$ cat config.mk
export PLATFORM = sky130hd
export DESIGN_NAME = uart_mult_byte_tx
export DESIGN_NICKNAME = d
export VERILOG_FILES = /design/src/rtl/uart_pkg.sv /design/src/rtl/uart_crc8_byte.sv /design/src/rtl/uart_mult_byte_tx.sv
export SDC_FILE = /design/constraint.sdc
export NUM_CORES = 1
export LEC_CHECK = 0
export CORE_UTILIZATION = 56
export CTS_BUF_LIST = sky130_fd_sc_hd__clkbuf_4
export CTS_CLUSTER_DIAMETER = 50
export CTS_CLUSTER_SIZE = 28
export DETAILED_ROUTE_END_ITERATION = 10
export PLACE_DENSITY = 0.93
export SYNTH_ARGS = -nofsm -noshare
export SYNTH_HDL_FRONTEND = slang
export SYNTH_SLANG_ARGS = --single-unit
$ cat constraint.sdc
create_clock -name sys_clk -period 3.6 [get_ports sys_clk]
set_clock_uncertainty 0.1 [all_clocks]
set_input_delay 0.72 -clock sys_clk [delete_from_list [all_inputs] [get_ports sys_clk]]
set_output_delay 0.72 -clock sys_clk [all_outputs]
set_load 0.05 [all_outputs]
$ cat src/rtl/uart_pkg.sv
// Shared UART framing package: header default, CRC-8 constants and the
// transmitter FSM state encoding. Also imported by uart_mult_byte_rx.
package uart_pkg;

  localparam logic [7:0] HEADER_DEFAULT = 8'hAA;
  localparam logic [7:0] CRC8_POLY      = 8'h07;
  localparam logic [7:0] CRC8_INIT      = 8'h00;

  typedef enum logic [2:0] {
    IDLE  = 3'd0,
    START = 3'd1,
    DATA  = 3'd2,
    STOP  = 3'd3,
    DONE  = 3'd4
  } tx_state_e;

endpackage

$ cat src/rtl/uart_crc8_byte.sv
// Combinational CRC-8 (poly 0x07, non-reflected) advanced by one byte.
// Ports:
//   crc        - current CRC value
//   data       - byte folded into the CRC
//   next_crc_c - CRC after consuming data (combinational)
module uart_crc8_byte
  import uart_pkg::*;
(
  input  logic [7:0] crc,
  input  logic [7:0] data,
  output logic [7:0] next_crc_c
);

  logic [7:0] acc;

  // Eight MSB-first shift/XOR steps of the polynomial division.
  always_comb begin
    acc = crc ^ data;
    for (int i = 0; i < 8; i++) begin
      if (acc[7]) acc = {acc[6:0], 1'b0} ^ CRC8_POLY;
      else        acc = {acc[6:0], 1'b0};
    end
    next_crc_c = acc;
  end

endmodule

$ cat src/rtl/uart_mult_byte_tx.sv
// Multi-byte UART frame transmitter: HEADER, LEN, payload[0..LEN-1], CRC-8,
// each byte sent 8N1 LSB first.
// Ports:
//   sys_clk, sys_rst - clock, synchronous active-high reset
//   tx_start         - one-cycle frame request (ignored while busy)
//   tx_len           - payload byte count, clamped to MAX_BYTES
//   tx_payload       - payload, byte k at [8k+7:8k]
//   uart_txd         - serial line, idle high
//   tx_busy          - frame in flight
//   tx_done          - one-cycle completion pulse
//   tx_byte_cnt      - index of byte on the line (0 = header)
module uart_mult_byte_tx
  import uart_pkg::*;
#(
  parameter int unsigned CLK_FREQ  = 50_000_000,
  parameter int unsigned UART_BPS  = 115200,
  parameter int unsigned MAX_BYTES = 12,
  parameter logic [7:0]  HEADER    = HEADER_DEFAULT
) (
  input  logic                   sys_clk,
  input  logic                   sys_rst,
  input  logic                   tx_start,
  input  logic [3:0]             tx_len,
  input  logic [8*MAX_BYTES-1:0] tx_payload,
  output logic                   uart_txd,
  output logic                   tx_busy,
  output logic                   tx_done,
  output logic [7:0]             tx_byte_cnt
);

  localparam int unsigned BAUD_CNT = CLK_FREQ / UART_BPS;
  localparam int unsigned CNT_W    = (BAUD_CNT > 1) ? $clog2(BAUD_CNT) : 1;
  localparam int unsigned PAY_W    = 8 * MAX_BYTES;
  localparam logic [CNT_W-1:0] BAUD_LAST = CNT_W'(BAUD_CNT - 1);
  localparam logic [3:0]       LEN_MAX   = 4'(MAX_BYTES);

  tx_state_e        state;
  logic [CNT_W-1:0] baud_cnt;
  logic [2:0]       bit_idx;
  logic [7:0]       shift_q;
  logic [PAY_W-1:0] payload_q;
  logic [3:0]       len_q;
  logic [7:0]       crc_q;

  logic       accept_c;
  logic       bit_end_c;
  logic       last_byte_c;
  logic       next_is_crc_c;
  logic [3:0] len_clamp_c;
  logic [7:0] crc_idx_c;
  logic [7:0] next_idx_c;
  logic [7:0] next_byte_c;
  logic [7:0] crc_next_c;

  // Byte sequencing: index 0 header, 1 LEN, 2..LEN+1 payload, LEN+2 CRC.
  always_comb begin
    len_clamp_c   = (tx_len > LEN_MAX) ? LEN_MAX : tx_len;
    accept_c      = tx_start && !tx_busy && (state == IDLE);
    bit_end_c     = (baud_cnt == BAUD_LAST);
    crc_idx_c     = {4'd0, len_q} + 8'd2;
    next_idx_c    = tx_byte_cnt + 8'd1;
    last_byte_c   = (tx_byte_cnt == crc_idx_c);
    next_is_crc_c = (next_idx_c == crc_idx_c);
    if (next_idx_c == 8'd1)  next_byte_c = {4'd0, len_q};
    else if (next_is_crc_c)  next_byte_c = crc_q;
    else                     next_byte_c = payload_q[7:0];
  end

  // CRC runs over the byte being loaded, so it is final one byte ahead of use.
  uart_crc8_byte u_crc (
    .crc        (crc_q),
    .data       (next_byte_c),
    .next_crc_c (crc_next_c)
  );

  // Frame FSM with registered line and status outputs.
  always_ff @(posedge sys_clk) begin
    if (sys_rst) begin
      state       <= IDLE;
      baud_cnt    <= '0;
      bit_idx     <= '0;
      shift_q     <= '0;
      payload_q   <= '0;
      len_q       <= '0;
      crc_q       <= CRC8_INIT;
      uart_txd    <= 1'b1;
      tx_busy     <= 1'b0;
      tx_done     <= 1'b0;
      tx_byte_cnt <= '0;
    end else begin
      tx_done <= 1'b0;
      case (state)
        IDLE: begin
          if (accept_c) begin
            state       <= START;
            uart_txd    <= 1'b0;
            tx_busy     <= 1'b1;
            tx_byte_cnt <= '0;
            shift_q     <= HEADER;
            payload_q   <= tx_payload;
            len_q       <= len_clamp_c;
            crc_q       <= CRC8_INIT;
            baud_cnt    <= '0;
          end
        end
        START: begin
          if (bit_end_c) begin
            baud_cnt <= '0;
            bit_idx  <= '0;
            uart_txd <= shift_q[0];
            state    <= DATA;
          end else begin
            baud_cnt <= baud_cnt + CNT_W'(1);
          end
        end
        DATA: begin
          if (bit_end_c) begin
            baud_cnt <= '0;
            if (bit_idx == 3'd7) begin
              uart_txd <= 1'b1;
              state    <= STOP;
            end else begin
              bit_idx  <= bit_idx + 3'd1;
              uart_txd <= shift_q[1];
              shift_q  <= {1'b0, shift_q[7:1]};
            end
          end else begin
            baud_cnt <= baud_cnt + CNT_W'(1);
          end
        end
        STOP: begin
          if (bit_end_c) begin
            baud_cnt <= '0;
            if (last_byte_c) begin
              state   <= DONE;
              tx_busy <= 1'b0;
              tx_done <= 1'b1;
            end else begin
              state       <= START;
              uart_txd    <= 1'b0;
              tx_byte_cnt <= next_idx_c;
              shift_q     <= next_byte_c;
              if (!next_is_crc_c) crc_q <= crc_next_c;
              // Payload is consumed from the bottom byte upwards.
              if (!next_is_crc_c && (next_idx_c >= 8'd2))
                payload_q <= payload_q >> 8;
            end
          end else begin
            baud_cnt <= baud_cnt + CNT_W'(1);
          end
        end
        DONE: begin
          state <= IDLE;
        end
        default: begin
          state <= IDLE;
        end
      endcase
    end
  end

endmodule
==> results.json, run 1 <==
{
  "floorplan.core_area_um2": 12200,
  "min_period_ps": 3350,
  "die_area_um2": 13100,
  "detailed_route_vias_per_instance": 5.79,
  "cts-resized-gates": 0,
  "num_rows": 40,
  "synth.top_cells.by_area": "sky130_fd_sc_hd__dfxtp_1, sky130_fd_sc_hd__nand2_1, sky130_fd_sc_hd__a311oi_1",
  "initial_utilization_pct": 58.4,
  "yosysUniqueCellTypes": 56,
  "grt_max_degree": 64,
  "ir_drop_uv": 256,
  "insertion_delay_ps": 580,
  "run_status": "finished clean",
  "netlist.top_cell.by_area": "sky130_fd_sc_hd__dfxtp_1",
  "most_instantiated_flip_flop_cell_in_the_synthesis_netlist": "sky130_fd_sc_hd__dfxtp_1",
  "postSynthRegisterBits": 142,
  "holdCritPathClass": "flop to flop",
  "design.portCount": 114,
  "max-slew-margin-rel_pct": 49.3,
  "layout-drive-gt1-share_pct": 6.86,
  "grt_antenna_before_repair": 0,
  "syn_nets": 1017,
  "wl_per_cell_um": 14.7,
  "startpoint_type": "flop",
  "global_route.overflow_total": 0,
  "remaining_drc_errors": 0,
  "tritoncts": "yes",
  "critPathArrivalTime_ps": 3740,
  "path_max_fanout": 41,
  "cts.clk_slew.worst_paths_ps": 130,
  "drv.max_cap_violation_count": 0,
  "crit_path_end_kind": "flop",
  "dieWidth_um": 115,
  "leakage_uw": 0.00312,
  "powerDensity_nw_per_um2": 391,
  "setup_total_negative_slack_ps": 0,
  "routabilityCongestion": 0.850,
  "tightest_slew_ps": 755,
  "share_of_the_yosys_chip_area_belonging_to_registers_pct": 40.1,
  "maxClockFrequency_ghz": 0.299,
  "dp_hpwl_um": 11700,
  "placed_cells_incl_taps": 1127,
  "htreeDepth": 4,
  "detail_route.first_pass.iterations": 5,
  "cts-root-to-sink-buffers": 2,
  "syn_inst": 906,
  "grt_use_total_pct": 26.8,
  "post-cts-setup-buffer-count": 0,
  "synthMostInstantiatedCell": "sky130_fd_sc_hd__nand2_1",
  "nets": 1089,
  "initialDrtViolationCount": 547,
  "stdcell_count": 1159,
  "report.final.hold_viol_count": 0,
  "cts-buffers-inserted": 17,
  "report.power.total_uw": 3310,
  "synth-edff-count": 0,
  "async_flop_share_pct": 0,
  "numClockSinks": 142,
  "post_synth.cell_area_avg_um2": 7.83,
  "area.growth.synth_to_final_pct": 19.2,
  "grt_pass1_vias": 6055,
  "io_buffer_count": 113,
  "vias": 6709,
  "finalCritPeriodShare_pct": 93.0,
  "nFillCells": 946,
  "drt.antenna.violating_nets": 0,
  "totalWireLength_um": 17000,
  "yosys_warning_count": 0,
  "root_buffer": "sky130_fd_sc_hd__clkbuf_4",
  "global_route_wire_length_before_repair_um": 27900,
  "setup_viol_count_final": 0,
  "synth_area_um2": 7100,
  "setup_repair_after_global_routing_missed_its_margin": "false",
  "yosysTopAreaCellShare_pct": 40.1,
  "die_y_um": 115,
  "cts-hold-fix-buffers": 0,
  "slew_violations": 0,
  "required_ps": 3990,
  "setup.worst_path.class": "flop to flop",
  "synth_commonest_cells": "sky130_fd_sc_hd__nand2_1, sky130_fd_sc_hd__dfxtp_1, sky130_fd_sc_hd__nor2_1",
  "antennaDiodeCount": 0
}
[flip-flops by register name (all words and copies together) (netlist names)]
name         cells
baud_cnt         9
bit_idx          3
crc_q            8
len_q            4
payload_q       96
shift_q          8
state            3
tx_busy          1
tx_byte_cnt      8
tx_done          1
uart_txd         1
[kinds of logic (layout without fill, tap and decap cells)]
family	after synthesis	count (layout)	synth area share, %
simple gates	436	436	25.8
compound gates	208	208	21.9
flops	142	142	40.1
buf+inv	80	165	6.08
xor+xnor	23	23	3.47
mux	9	9	1.27
fa+ha+maj	8	8	1.41
[through the flow]
stage	instance area, um^2	hold slack [ps]	setup slack (ps)	util [%]
6_report	8460	369	251	69.6
5_1_grt	8460	385	14.4	69.6
4_1_cts	8460	372	275	69.6
3_5_place_dp	8190	367	305	67.3
3_3_place_gp	8190	359	493	67.3
2_1_floorplan	7100	345	581	-
[placed cells by master, fill, tap and decap left out, types with 9 or more instances in the layout]
cell type | Yosys | final
sky130_fd_sc_hd__nand2_1 | 221 | 220
sky130_fd_sc_hd__dfxtp_1 | 142 | 142
sky130_fd_sc_hd__nor2_1 | 133 | 133
sky130_fd_sc_hd__clkdlybuf4s50_1 | 0 | 112
sky130_fd_sc_hd__a311oi_1 | 93 | 93
sky130_fd_sc_hd__a21oi_1 | 37 | 37
sky130_fd_sc_hd__o21ai_0 | 32 | 32
sky130_fd_sc_hd__nand3_1 | 27 | 27
sky130_fd_sc_hd__clkbuf_4 | 0 | 17
sky130_fd_sc_hd__buf_4 | 2 | 16
sky130_fd_sc_hd__nor3_1 | 13 | 13
sky130_fd_sc_hd__xor2_1 | 12 | 12
sky130_fd_sc_hd__mux2i_1 | 9 | 9
[worst paths after layout]
check	start	to	slack, ps	depth (start not counted)
worst max-delay path	tx_byte_cnt[0]$_SDFFE_PP0P_	payload_q[44]$_SDFFE_PP0P_	250	10
worst min register to register	payload_q[45]$_SDFFE_PP0P_	payload_q[37]$_SDFFE_PP0P_	370	2
worst min-delay path	payload_q[45]$_SDFFE_PP0P_	payload_q[37]$_SDFFE_PP0P_	370	2
worst max register to register	tx_byte_cnt[0]$_SDFFE_PP0P_	payload_q[44]$_SDFFE_PP0P_	250	10
[critical path, stage by stage, from the launching register on]
cell	delay, ps
sky130_fd_sc_hd__dfxtp_1	540
sky130_fd_sc_hd__ha_1	320
sky130_fd_sc_hd__and3_1	350
sky130_fd_sc_hd__mux2i_1	120
sky130_fd_sc_hd__a41o_1	320
sky130_fd_sc_hd__nand3_4	220
sky130_fd_sc_hd__a21oi_4	140
sky130_fd_sc_hd__nor2_4	340
sky130_fd_sc_hd__buf_4	440
sky130_fd_sc_hd__nor2_1	80
sky130_fd_sc_hd__a311oi_1	260
[layout make-up]
type / count / area (um^2) / share of cell area (%)
Clock buffer: 17 / 128 / 1.51
Timing Repair Buffer: 130 / 1280 / 15.1
Inverter: 3 / 11.3 / 0.133
Tap cell: 168 / 210 / 2.48
Sequential cell: 142 / 2840 / 33.6
Clock inverter: 15 / 144 / 1.70
Multi-Input combinational cell: 684 / 3840 / 45.4
[power by group]
group	internal, uW	switching, uW	total [uW]
logic	259	266	524
clock network	407	596	1000
registers	1690	85.1	1780
total	2360	947	3310
[routing by layer]
layer  routed length (um)  vias up  part of all wire [%]  track usage (%)
li1                     -     3346                     -                -
met1                 7430     3100                    44             34.1
met2                 8110      215                    48             43.4
met3                  978       48                   5.8             6.62
met4                  478        0                   2.8             11.3
met5                    0        -                     0                0
(Power assumes the default switching activity.)
==> run 2: changes to the inputs <==
--- a/config.mk
+++ b/config.mk
@@ -11,6 +11,7 @@
 export CTS_CLUSTER_SIZE = 28
 export DETAILED_ROUTE_END_ITERATION = 10
 export PLACE_DENSITY = 0.93
+export REMOVE_ABC_BUFFERS = 1
 export SYNTH_ARGS = -nofsm -noshare
 export SYNTH_HDL_FRONTEND = slang
 export SYNTH_SLANG_ARGS = --single-unit
==> results.json, run 2 (same netlist as run 1, synthesis figures left out) <==
{
  "run_status": "finished clean",
  "grt_max_degree": 65,
  "area.growth.synth_to_final_pct": 19.4,
  "path_max_fanout": 42,
  "holdPathStages": 2,
  "detail_route.first_pass.iterations": 5,
  "critical_path_cell_count": 10,
  "cts.clk_slew.worst_paths_ps": 120,
  "routabilityCongestion": 0.856,
  "cp.buffers_inverters": 1,
  "tritoncts": "yes",
  "slew_violations": 0,
  "design.portCount": 114,
  "grt_antenna_before_repair": 0,
  "cp_cell_sequence": "ha_1 > and3_1 > mux2i_1 > a41o_1 > nand3_4 > a21oi_4 > nor2_4 > buf_12 > nor2_1 > a311oi_1",
  "dieWidth_um": 115,
  "critical_path.reg2reg.startpoint": "tx_byte_cnt[0]$_SDFFE_PP0P_",
  "initial_utilization_pct": 58.4,
  "area_of_combinational_cells_with_multiple_inputs_um2": 3850,
  "setup_viol_count_final": 0,
  "drt.antenna.violating_nets": 0,
  "holdCritPathClass": "flop to flop",
  "reg.largest.list": "payload_q x96, baud_cnt x9",
  "die_area_um2": 13100,
  "cpPeakStageDelay_ps": 560,
  "io_buffer_count": 113,
  "gr-usage-met1_pct": 33.9,
  "grt_use_total_pct": 26.4,
  "report.power.total_uw": 3230,
  "setup.worst_path.class": "flop to flop",
  "layout_common_cells": "sky130_fd_sc_hd__nand2_1, sky130_fd_sc_hd__dfxtp_1, sky130_fd_sc_hd__nor2_1, sky130_fd_sc_hd__clkdlybuf4s50_1, sky130_fd_sc_hd__a311oi_1",
  "max_flop_register": "payload_q",
  "seqCellArea_um2": 2840,
  "min_from": "payload_q[92]$_SDFFE_PP0P_",
  "powerDensity_nw_per_um2": 381,
  "met2_usage_pct": 42.5,
  "layout_commonest_cell": "sky130_fd_sc_hd__nand2_1",
  "leakage_uw": 0.00312,
  "totalWireLength_um": 16700,
  "nets": 1089,
  "critPathArrivalTime_ps": 3720,
  "report.final.hold_viol_count": 0,
  "grt_pass1_vias": 6093,
  "dp_hpwl_um": 11300,
  "setup_repair_after_global_routing_missed_its_margin": "false",
  "layout-drive-gt1-share_pct": 6.97,
  "nFillCells": 925,
  "htreeDepth": 4,
  "antennaDiodeCount": 0,
  "global_route_wire_length_before_repair_um": 27800,
  "tightest_slew_ps": 848,
  "die_y_um": 115,
  "worst-r2r-cell-count": 10,
  "cts-buffers-inserted": 17,
  "global_route.overflow_total": 0,
  "crit_path_end_kind": "flop",
  "required_ps": 3960,
  "numClockSinks": 142,
  "gr-usage-met3_pct": 6.62,
  "ir_drop_uv": 226,
  "initialDrtViolationCount": 462,
  "final_core_util_pct": 69.7,
  "startpoint_type": "flop",
  "cts-root-to-sink-buffers": 2,
  "detailed_route_vias_per_instance": 5.85,
  "finalCritPeriodShare_pct": 93.5,
  "max-slew-margin-rel_pct": 42.9,
  "wl_per_cell_um": 14.5,
  "cts-hold-fix-buffers": 0,
  "maxClockFrequency_ghz": 0.297,
  "remaining_drc_errors": 0,
  "gr-max-usage-layer": "met2",
  "cp_slowest_cell": "sky130_fd_sc_hd__dfxtp_1",
  "startpoint": "tx_byte_cnt[0]$_SDFFE_PP0P_",
  "vias": 6778,
  "root_buffer": "sky130_fd_sc_hd__clkbuf_4",
  "min_period_ps": 3370,
  "drv.max_cap_violation_count": 0,
  "floorplan.core_area_um2": 12200,
  "insertion_delay_ps": 560,
  "num_rows": 40,
  "timing.critical_path.max_delay_family": "simple AND/OR/NAND/NOR gates",
  "largest_register_ffs": 96
}
==> run 2: path summary, 6_finish.rpt <==
path                            slack (ps)                    endpoint
worst max-delay path                   230  payload_q[10]$_SDFFE_PP0P_
worst min-delay path                   380  payload_q[84]$_SDFFE_PP0P_
worst max register to register         230  payload_q[10]$_SDFFE_PP0P_
worst min register to register         380  payload_q[84]$_SDFFE_PP0P_
==> run 2: worst register-to-register path, cell delays in order, from the launching register on <==
cell and delay, ps:
sky130_fd_sc_hd__dfxtp_1 560, sky130_fd_sc_hd__ha_1 330, sky130_fd_sc_hd__and3_1 340, sky130_fd_sc_hd__mux2i_1 130
sky130_fd_sc_hd__a41o_1 330, sky130_fd_sc_hd__nand3_4 240, sky130_fd_sc_hd__a21oi_4 150, sky130_fd_sc_hd__nor2_4 410
sky130_fd_sc_hd__buf_12 270, sky130_fd_sc_hd__nor2_1 90, sky130_fd_sc_hd__a311oi_1 310
==> run 2: repair_timing <==
item                       CTS  global route
gates resized for setup      0             1
buffers inserted             0             0
setup endpoints to repair    0             4
==> run 2: final cells by class <==
cell class / instances / share of cell area, %
multi-input combinational: 684 / 45.4
sequential: 142 / 33.6
timing repair buffer: 130 / 15.6
tap: 168 / 2.48
clock buffer: 19 / 1.68
clock inverter: 12 / 1.15
inverter: 3 / 0.133
==> run 2: through the flow <==
stage	cell area (um^2)	TNS [ps]	std cells	worst slack (ps)	hold WS, ps
2_1_floorplan	6680	-296340	829	-3230	344
3_3_place_gp	8230	0	1127	523	356
3_5_place_dp	8230	0	1127	341	367
4_1_cts	8470	0	1158	289	377
5_1_grt	8470	0	1158	2.32	395
6_report	8470	0	1158	234	377
==> run 2: power breakdown <==
group	internal [uW]	leakage, uW	total [uW]	switching, uW
Combinational	268	0.00182	537	269
Clock	346	0.000131	914	568
Sequential	1690	0.00117	1770	80.6
==> run 2: routing by layer <==
| layer | vias to the layer above | wire length (um) |
|---|---|---|
| met1 | 3141 | 7300 |
| met2 | 240 | 8000 |
| met4 | 0 | 403 |
| met5 | - | 0 |
| met3 | 47 | 1040 |
| li1 | 3350 | - |
